<file path="src/rtl/pong_pkg.sv">
`default_nettype none
// ============================================================================
// pong_pkg : state encoding, playfield/ball/paddle dimensions, coordinate type
// Revision : 1.0
// ============================================================================
package pong_pkg;

  localparam int SCREEN_W  = 240;
  localparam int SCREEN_H  = 320;
  localparam int BALL_SIZE = 8;
  localparam int PADDLE_W  = 48;
  localparam int PADDLE_H  = 8;

  localparam logic [1:0] ST_IDLE   = 2'd0;
  localparam logic [1:0] ST_MOVE   = 2'd1;
  localparam logic [1:0] ST_SCORED = 2'd2;

  // Signed working width wide enough for 2*limit - next without overflow.
  typedef logic signed [10:0] coord_t;

endpackage
`default_nettype wire

</file>
<file path="src/rtl/ball_axis.sv">
`default_nettype none
// ============================================================================
// ball_axis : combinational single-axis step with reflection about lo/hi limits
// Revision  : 1.0
// ============================================================================
module ball_axis
  import pong_pkg::*;
(
  input  logic [8:0] pos_i,
  input  logic       dir_i,
  input  logic [2:0] speed_i,
  input  coord_t     lo_i,
  input  coord_t     hi_i,
  output logic [8:0] pos_o,
  output logic       dir_o,
  output logic       oor_o
);

  coord_t w_cur;
  coord_t w_step;
  coord_t w_next;
  coord_t w_refl;

  always_comb begin
    w_cur  = $signed({2'b00, pos_i});
    w_step = $signed({8'd0, speed_i});
    w_next = dir_i ? (w_cur + w_step) : (w_cur - w_step);
    w_refl = w_next;
    dir_o  = dir_i;
    oor_o  = 1'b0;
    if (w_next < lo_i) begin
      w_refl = (lo_i <<< 1) - w_next;
      dir_o  = 1'b1;
      oor_o  = 1'b1;
    end else if (w_next > hi_i) begin
      w_refl = (hi_i <<< 1) - w_next;
      dir_o  = 1'b0;
      oor_o  = 1'b1;
    end
    pos_o = 9'(w_refl);
  end

endmodule
`default_nettype wire

</file>
<file path="src/rtl/ball_physics.sv">
`default_nettype none
// ============================================================================
// ball_physics : per-frame ball motion, wall/paddle reflection, serve/point/hold
// Revision     : 1.0
// ============================================================================
module ball_physics
  import pong_pkg::*;
#(
  parameter int SCREEN_W    = pong_pkg::SCREEN_W,
  parameter int SCREEN_H    = pong_pkg::SCREEN_H,
  parameter int BALL_SIZE   = pong_pkg::BALL_SIZE,
  parameter int PADDLE_W    = pong_pkg::PADDLE_W,
  parameter int PADDLE_H    = pong_pkg::PADDLE_H,
  parameter int SPEED       = 2,
  parameter int HOLD_FRAMES = 60
) (
  input  logic       clock,
  input  logic       reset,
  input  logic       refreshRate,
  input  logic       serve,
  input  logic [8:0] paddleTopX,
  input  logic [8:0] paddleBotX,
  output logic [8:0] ballX,
  output logic [8:0] ballY,
  output logic       dirX,
  output logic       dirY,
  output logic       active,
  output logic       pointTop,
  output logic       pointBot
);

  localparam logic [8:0] CX   = 9'(SCREEN_W / 2 - BALL_SIZE / 2);
  localparam logic [8:0] CY   = 9'(SCREEN_H / 2 - BALL_SIZE / 2);
  localparam coord_t     XMIN = 11'sd0;
  localparam coord_t     XMAX = 11'(SCREEN_W - BALL_SIZE);
  localparam coord_t     YMIN = 11'(PADDLE_H);
  localparam coord_t     YMAX = 11'(SCREEN_H - PADDLE_H - BALL_SIZE);
  localparam int         HOLD_W    = $clog2(HOLD_FRAMES + 1);
  localparam logic [HOLD_W-1:0] HOLD_LAST = HOLD_W'(HOLD_FRAMES - 1);

  logic [1:0]        state_q, state_d;
  logic [8:0]        ballX_q, ballX_d;
  logic [8:0]        ballY_q, ballY_d;
  logic              dirX_q, dirX_d;
  logic              dirY_q, dirY_d;
  logic              active_q, active_d;
  logic              pointTop_q, pointTop_d;
  logic              pointBot_q, pointBot_d;
  logic [HOLD_W-1:0] hold_q, hold_d;

  logic [8:0]  w_nx, w_ny;
  logic        w_ndx, w_ndy;
  logic        w_xoor, w_yoor;
  logic [10:0] w_bx, w_padx;
  logic        w_overlap;

  ball_axis u_axis_x (
    .pos_i   (ballX_q),
    .dir_i   (dirX_q),
    .speed_i (3'(SPEED)),
    .lo_i    (XMIN),
    .hi_i    (XMAX),
    .pos_o   (w_nx),
    .dir_o   (w_ndx),
    .oor_o   (w_xoor)
  );

  ball_axis u_axis_y (
    .pos_i   (ballY_q),
    .dir_i   (dirY_q),
    .speed_i (3'(SPEED)),
    .lo_i    (YMIN),
    .hi_i    (YMAX),
    .pos_o   (w_ny),
    .dir_o   (w_ndy),
    .oor_o   (w_yoor)
  );

  // Paddle test uses the X position already updated on this tick.
  assign w_bx      = {2'b00, w_nx};
  assign w_padx    = {2'b00, (dirY_q ? paddleBotX : paddleTopX)};
  assign w_overlap = ((w_bx + 11'(BALL_SIZE)) > w_padx) &&
                     (w_bx < (w_padx + 11'(PADDLE_W)));

  always_comb begin
    state_d    = state_q;
    ballX_d    = ballX_q;
    ballY_d    = ballY_q;
    dirX_d     = dirX_q;
    dirY_d     = dirY_q;
    hold_d     = hold_q;
    pointTop_d = 1'b0;
    pointBot_d = 1'b0;
    case (state_q)
      ST_IDLE: begin
        if (serve) state_d = ST_MOVE;
      end
      ST_MOVE: begin
        if (refreshRate) begin
          ballX_d = w_nx;
          dirX_d  = w_ndx;
          if (w_yoor && !w_overlap) begin
            ballY_d    = dirY_q ? 9'(YMAX) : 9'(YMIN);
            pointTop_d = dirY_q;
            pointBot_d = !dirY_q;
            hold_d     = '0;
            state_d    = ST_SCORED;
          end else begin
            ballY_d = w_ny;
            dirY_d  = w_ndy;
          end
        end
      end
      ST_SCORED: begin
        if (refreshRate) begin
          hold_d = hold_q + 1'b1;
          if (hold_q == HOLD_LAST) begin
            // dirY still points at the wall that was missed, i.e. toward the conceder.
            state_d = ST_IDLE;
            ballX_d = CX;
            ballY_d = CY;
            dirX_d  = 1'b1;
          end
        end
      end
      default: state_d = ST_IDLE;
    endcase
    active_d = (state_d == ST_MOVE);
  end

  always_ff @(posedge clock) begin
    if (reset) begin
      state_q    <= ST_IDLE;
      ballX_q    <= CX;
      ballY_q    <= CY;
      dirX_q     <= 1'b1;
      dirY_q     <= 1'b1;
      active_q   <= 1'b0;
      pointTop_q <= 1'b0;
      pointBot_q <= 1'b0;
      hold_q     <= '0;
    end else begin
      state_q    <= state_d;
      ballX_q    <= ballX_d;
      ballY_q    <= ballY_d;
      dirX_q     <= dirX_d;
      dirY_q     <= dirY_d;
      active_q   <= active_d;
      pointTop_q <= pointTop_d;
      pointBot_q <= pointBot_d;
      hold_q     <= hold_d;
    end
  end

  assign ballX    = ballX_q;
  assign ballY    = ballY_q;
  assign dirX     = dirX_q;
  assign dirY     = dirY_q;
  assign active   = active_q;
  assign pointTop = pointTop_q;
  assign pointBot = pointBot_q;

endmodule
`default_nettype wire

</file>
<file path="config.mk">
export PLATFORM = sky130hd
export DESIGN_NAME = ball_physics
export DESIGN_NICKNAME = d
export VERILOG_FILES = /design/src/rtl/pong_pkg.sv /design/src/rtl/ball_axis.sv /design/src/rtl/ball_physics.sv
export SDC_FILE = /design/constraint.sdc
export NUM_CORES = 1
export LEC_CHECK = 0
export ABC_AREA = 1
export CORE_MARGIN = 3
export CORE_UTILIZATION = 56
export DETAILED_ROUTE_END_ITERATION = 7
export HOLD_SLACK_MARGIN = 0.1
export PLACE_DENSITY_LB_ADDON = 0.2
export SLEW_MARGIN = 15
export SYNTH_ARGS = -nofsm -noshare
export SYNTH_HDL_FRONTEND = slang
export SYNTH_SLANG_ARGS = --single-unit
</file>
<file path="constraint.sdc">
create_clock -name clock -period 4.7 [get_ports clock]
set_input_delay 0.47 -clock clock [delete_from_list [all_inputs] [get_ports clock]]
set_output_delay 0.47 -clock clock [all_outputs]
set_load 0.02 [all_outputs]
</file>
==> run_results.csv <==
group,metric,value,unit
outcome,status,"complete, no violations",
place,io_buffers,42,
clocking,clockRootBuffer,"clkbuf_8",
synthesis,yosys-top-cells-area,"dfxtp_1 (18%), nand2_1 (15%), ha_1 (11%)",
drt,routed_via_density,5.41,
drt,num_vias,3319,
clocking,tritoncts,"yes",
finish,fin_cells,614,
timing,finalCritPeriodShare,0.914,
finish,register_area,583,µm²
worst_setup_path,cpMaxStageDelayCell,"dfxtp_2",
synthesis,synth_top_area_share,0.183,
worst_setup_path,cp.arrival,4.46,ns
worst_setup_path,crit_start,"ballX[1]",
synthesis,synthTopCellsByCount,"nand2_1 (126), inv_1 (65), nand3_1 (50)",
clocking,clk_latency,0.29,ns
synthesis,syn_area,3180,µm²
drt,dr.first_iter.drc_count,244,
synthesis,synth_most_common_cell,"nand2_1",
floorplan,io_pins,45,
floorplan,initial_core_util,0.600,
worst_setup_path,path_common_cell,"nand2_1",
pwr,p_leak,1.87,nW
drt,wl_per_cell,13.1,µm
finish,synthToLayoutAreaGrowth,18.2,%
place,dp_hpwl,6330,µm
global_routing,grt_first_pass_wirelength,13500,µm
synthesis,yosysSeqAreaShare,0.183,
global_routing,overflow,0,
timing,setup_viol,0,
worst_setup_path,path_class,"register to register",
pwr,p_per_area,236,nW/µm²
floorplan,fp.dieArea,6620,µm²
finish,fillCellCount,450,
synthesis,synth-edff-count,0,
timing,fin_setup_tns,0,ns
clocking,cts_buffers,5,
finish,nNetsFinal,593,
global_routing,grt_pass1_vias,2942,
drt,firstDrtPassIters,6,
clocking,cts.path.max_buffers,2,
drt,drc,0,
global_routing,antenna_found_initial,0,
timing,fmax,233,MHz
hold_path,hold_start,"hold_q[4]",
synthesis,synth-seq-cells,29,
job,maxCapViolCount,0,
place,placed_cells,605,
synthesis,netlist.top_cell.by_area,"dfxtp_1",
worst_setup_path,reg2reg_slack,0.40,ns
pwr,ir_drop,0.238,mV
place,gp_congestion,0.914,
worst_setup_path,slowest_delay,0.43,ns
timing,tightestPinTransition,0.709,ns
clocking,h-tree-depth,2,
hold_path,hp-class,"register to register",
finish,finish.utilization,0.709,
global_routing,grt_usage,0.256,
timing,rsz0062_at_grt,"false",
worst_setup_path,start_kind,"register",
timing,hold_viol_final,0,
finish,num_antenna_cells,0,
worst_setup_path,required,4.86,ns
worst_setup_path,r2r_start,"ballX[1]",
global_routing,grt_max_degree,19,
synthesis,ys_async_sr_fraction,0,
finish,multi_input_comb_area,2250,µm²
worst_setup_path,cp-end-kind,"register",
synthesis,synth.avg_cell_area,6.34,µm²
floorplan,num_rows,26,
floorplan,dieHeight,81.4,µm
worst_setup_path,cp_max_fo,11,
clocking,clock_sinks,29,
clocking,clk_pin_slew,0.06,ns
finish,drive_above_1_share,0.103,
timing,fin_worst_skew,0.00400,ns
synthesis,postSynthCellCount,502,
drt,antenna_left,0,
synthesis,synth_cell_type_count,43,
drt,wl,8030,µm
timing,post-route-min-period,4.30,ns
synthesis,synthFlopType,"dfxtp_1",
timing,maxSlewViolCount,0,
floorplan,dieWidth,81.4,µm
floorplan,core_area,5300,µm²
synthesis,yosysWarnings,0,
timing,max-slew-margin-rel,0.526,
-- worst paths after layout --
kind | cells past startpoint | to
worst min register to register | 2 | hold_q[4]
worst min-delay path | 2 | hold_q[4]
worst max register to register | 29 | dirY
worst max-delay path | 29 | dirY
-- cell type report --
type,count,share of cell area
multi-input cells,389,0.597
flip-flops and latches,29,0.155
repair buffers,46,0.120
inverters,72,0.0725
well taps,70,0.0233
clock buffers,6,0.0220
clock inverters,2,0.00998
-- flip-flops by register name, summed over array words and instances (netlist names) --
register,flops
ballX,8
dirX,1
hold_q,6
pointTop,1
dirY,1
state_q,2
pointBot,1
ballY,8
active,1
-- cell families after synthesis --
group | share of synthesized area
buffers and inverters | 0.113
flip-flops | 0.183
AO/OA/AOI/OAI | 0.131
adder cells (fa/ha/maj) | 0.110
XOR/XNOR | 0.0657
multiplexers | 0.0189
other | 0.00118
AND/OR/NAND/NOR | 0.378
-- critical path, delay by kind of cell (launching register included) --
kind,cells,cell delay [ns]
compound gates,5,0.69
xor+xnor,2,0.35
fa+ha+maj,3,0.85
buf+inv,3,0.24
flops,1,0.43
simple gates,16,1.63
-- metal layers --
layer  track usage  vias up  share of wire
li1              -     1706              -
met5             0        -              0
met1         0.358     1490           0.48
met2         0.407      116           0.45
met3        0.0399        7          0.061
met4        0.0659        0         0.0087
-- layout by cell type (no fill, tap or decap), types with 2 or more instances in the layout --
master,instances
xnor2_1,5
nand4_1,15
nand2_1,126
nor3_1,3
a21o_1,3
conb_1,2
nor2_1,32
clkdlybuf4s50_1,42
nand2_4,3
xor2_1,17
a21oi_1,30
a21oi_2,6
or2_2,5
dfxtp_1,27
o22ai_1,2
o21ai_0,23
nor2_2,7
mux2i_1,6
inv_1,65
o211ai_1,3
dfxtp_2,2
ha_1,28
buf_4,4
inv_2,5
nand3_2,2
clkbuf_8,6
nand2_2,8
nand3_1,50
-- power breakdown --
group / internal [mW] / leakage [nW] / total [mW] / switching (mW)
clock network: 0.172 / 0.0574 / 0.271 / 0.0992
logic: 0.141 / 1.58 / 0.342 / 0.200
registers: 0.256 / 0.236 / 0.274 / 0.0181
-- stage by stage --
step / hold WS, ns / setup WS [ns] / cell area (µm²) / total power, mW
floorplan: 0.473 / 0.459 / 3180 / 0.525
global placement: 0.491 / 0.574 / 3630 / 0.601
detailed placement: 0.497 / 0.324 / 3630 / 0.612
CTS: 0.506 / 0.294 / 3750 / 0.887
global route: 0.547 / 0.00865 / 3760 / 0.947
finish: 0.505 / 0.403 / 3760 / 0.887
-- timing repair --
action	4_1_cts	5_1_grt
setup buffers	0	1
endpoints found under the setup margin	0	17
hold buffers	0	0
resized for setup	0	2
Power figures use the tool's default switching activity.
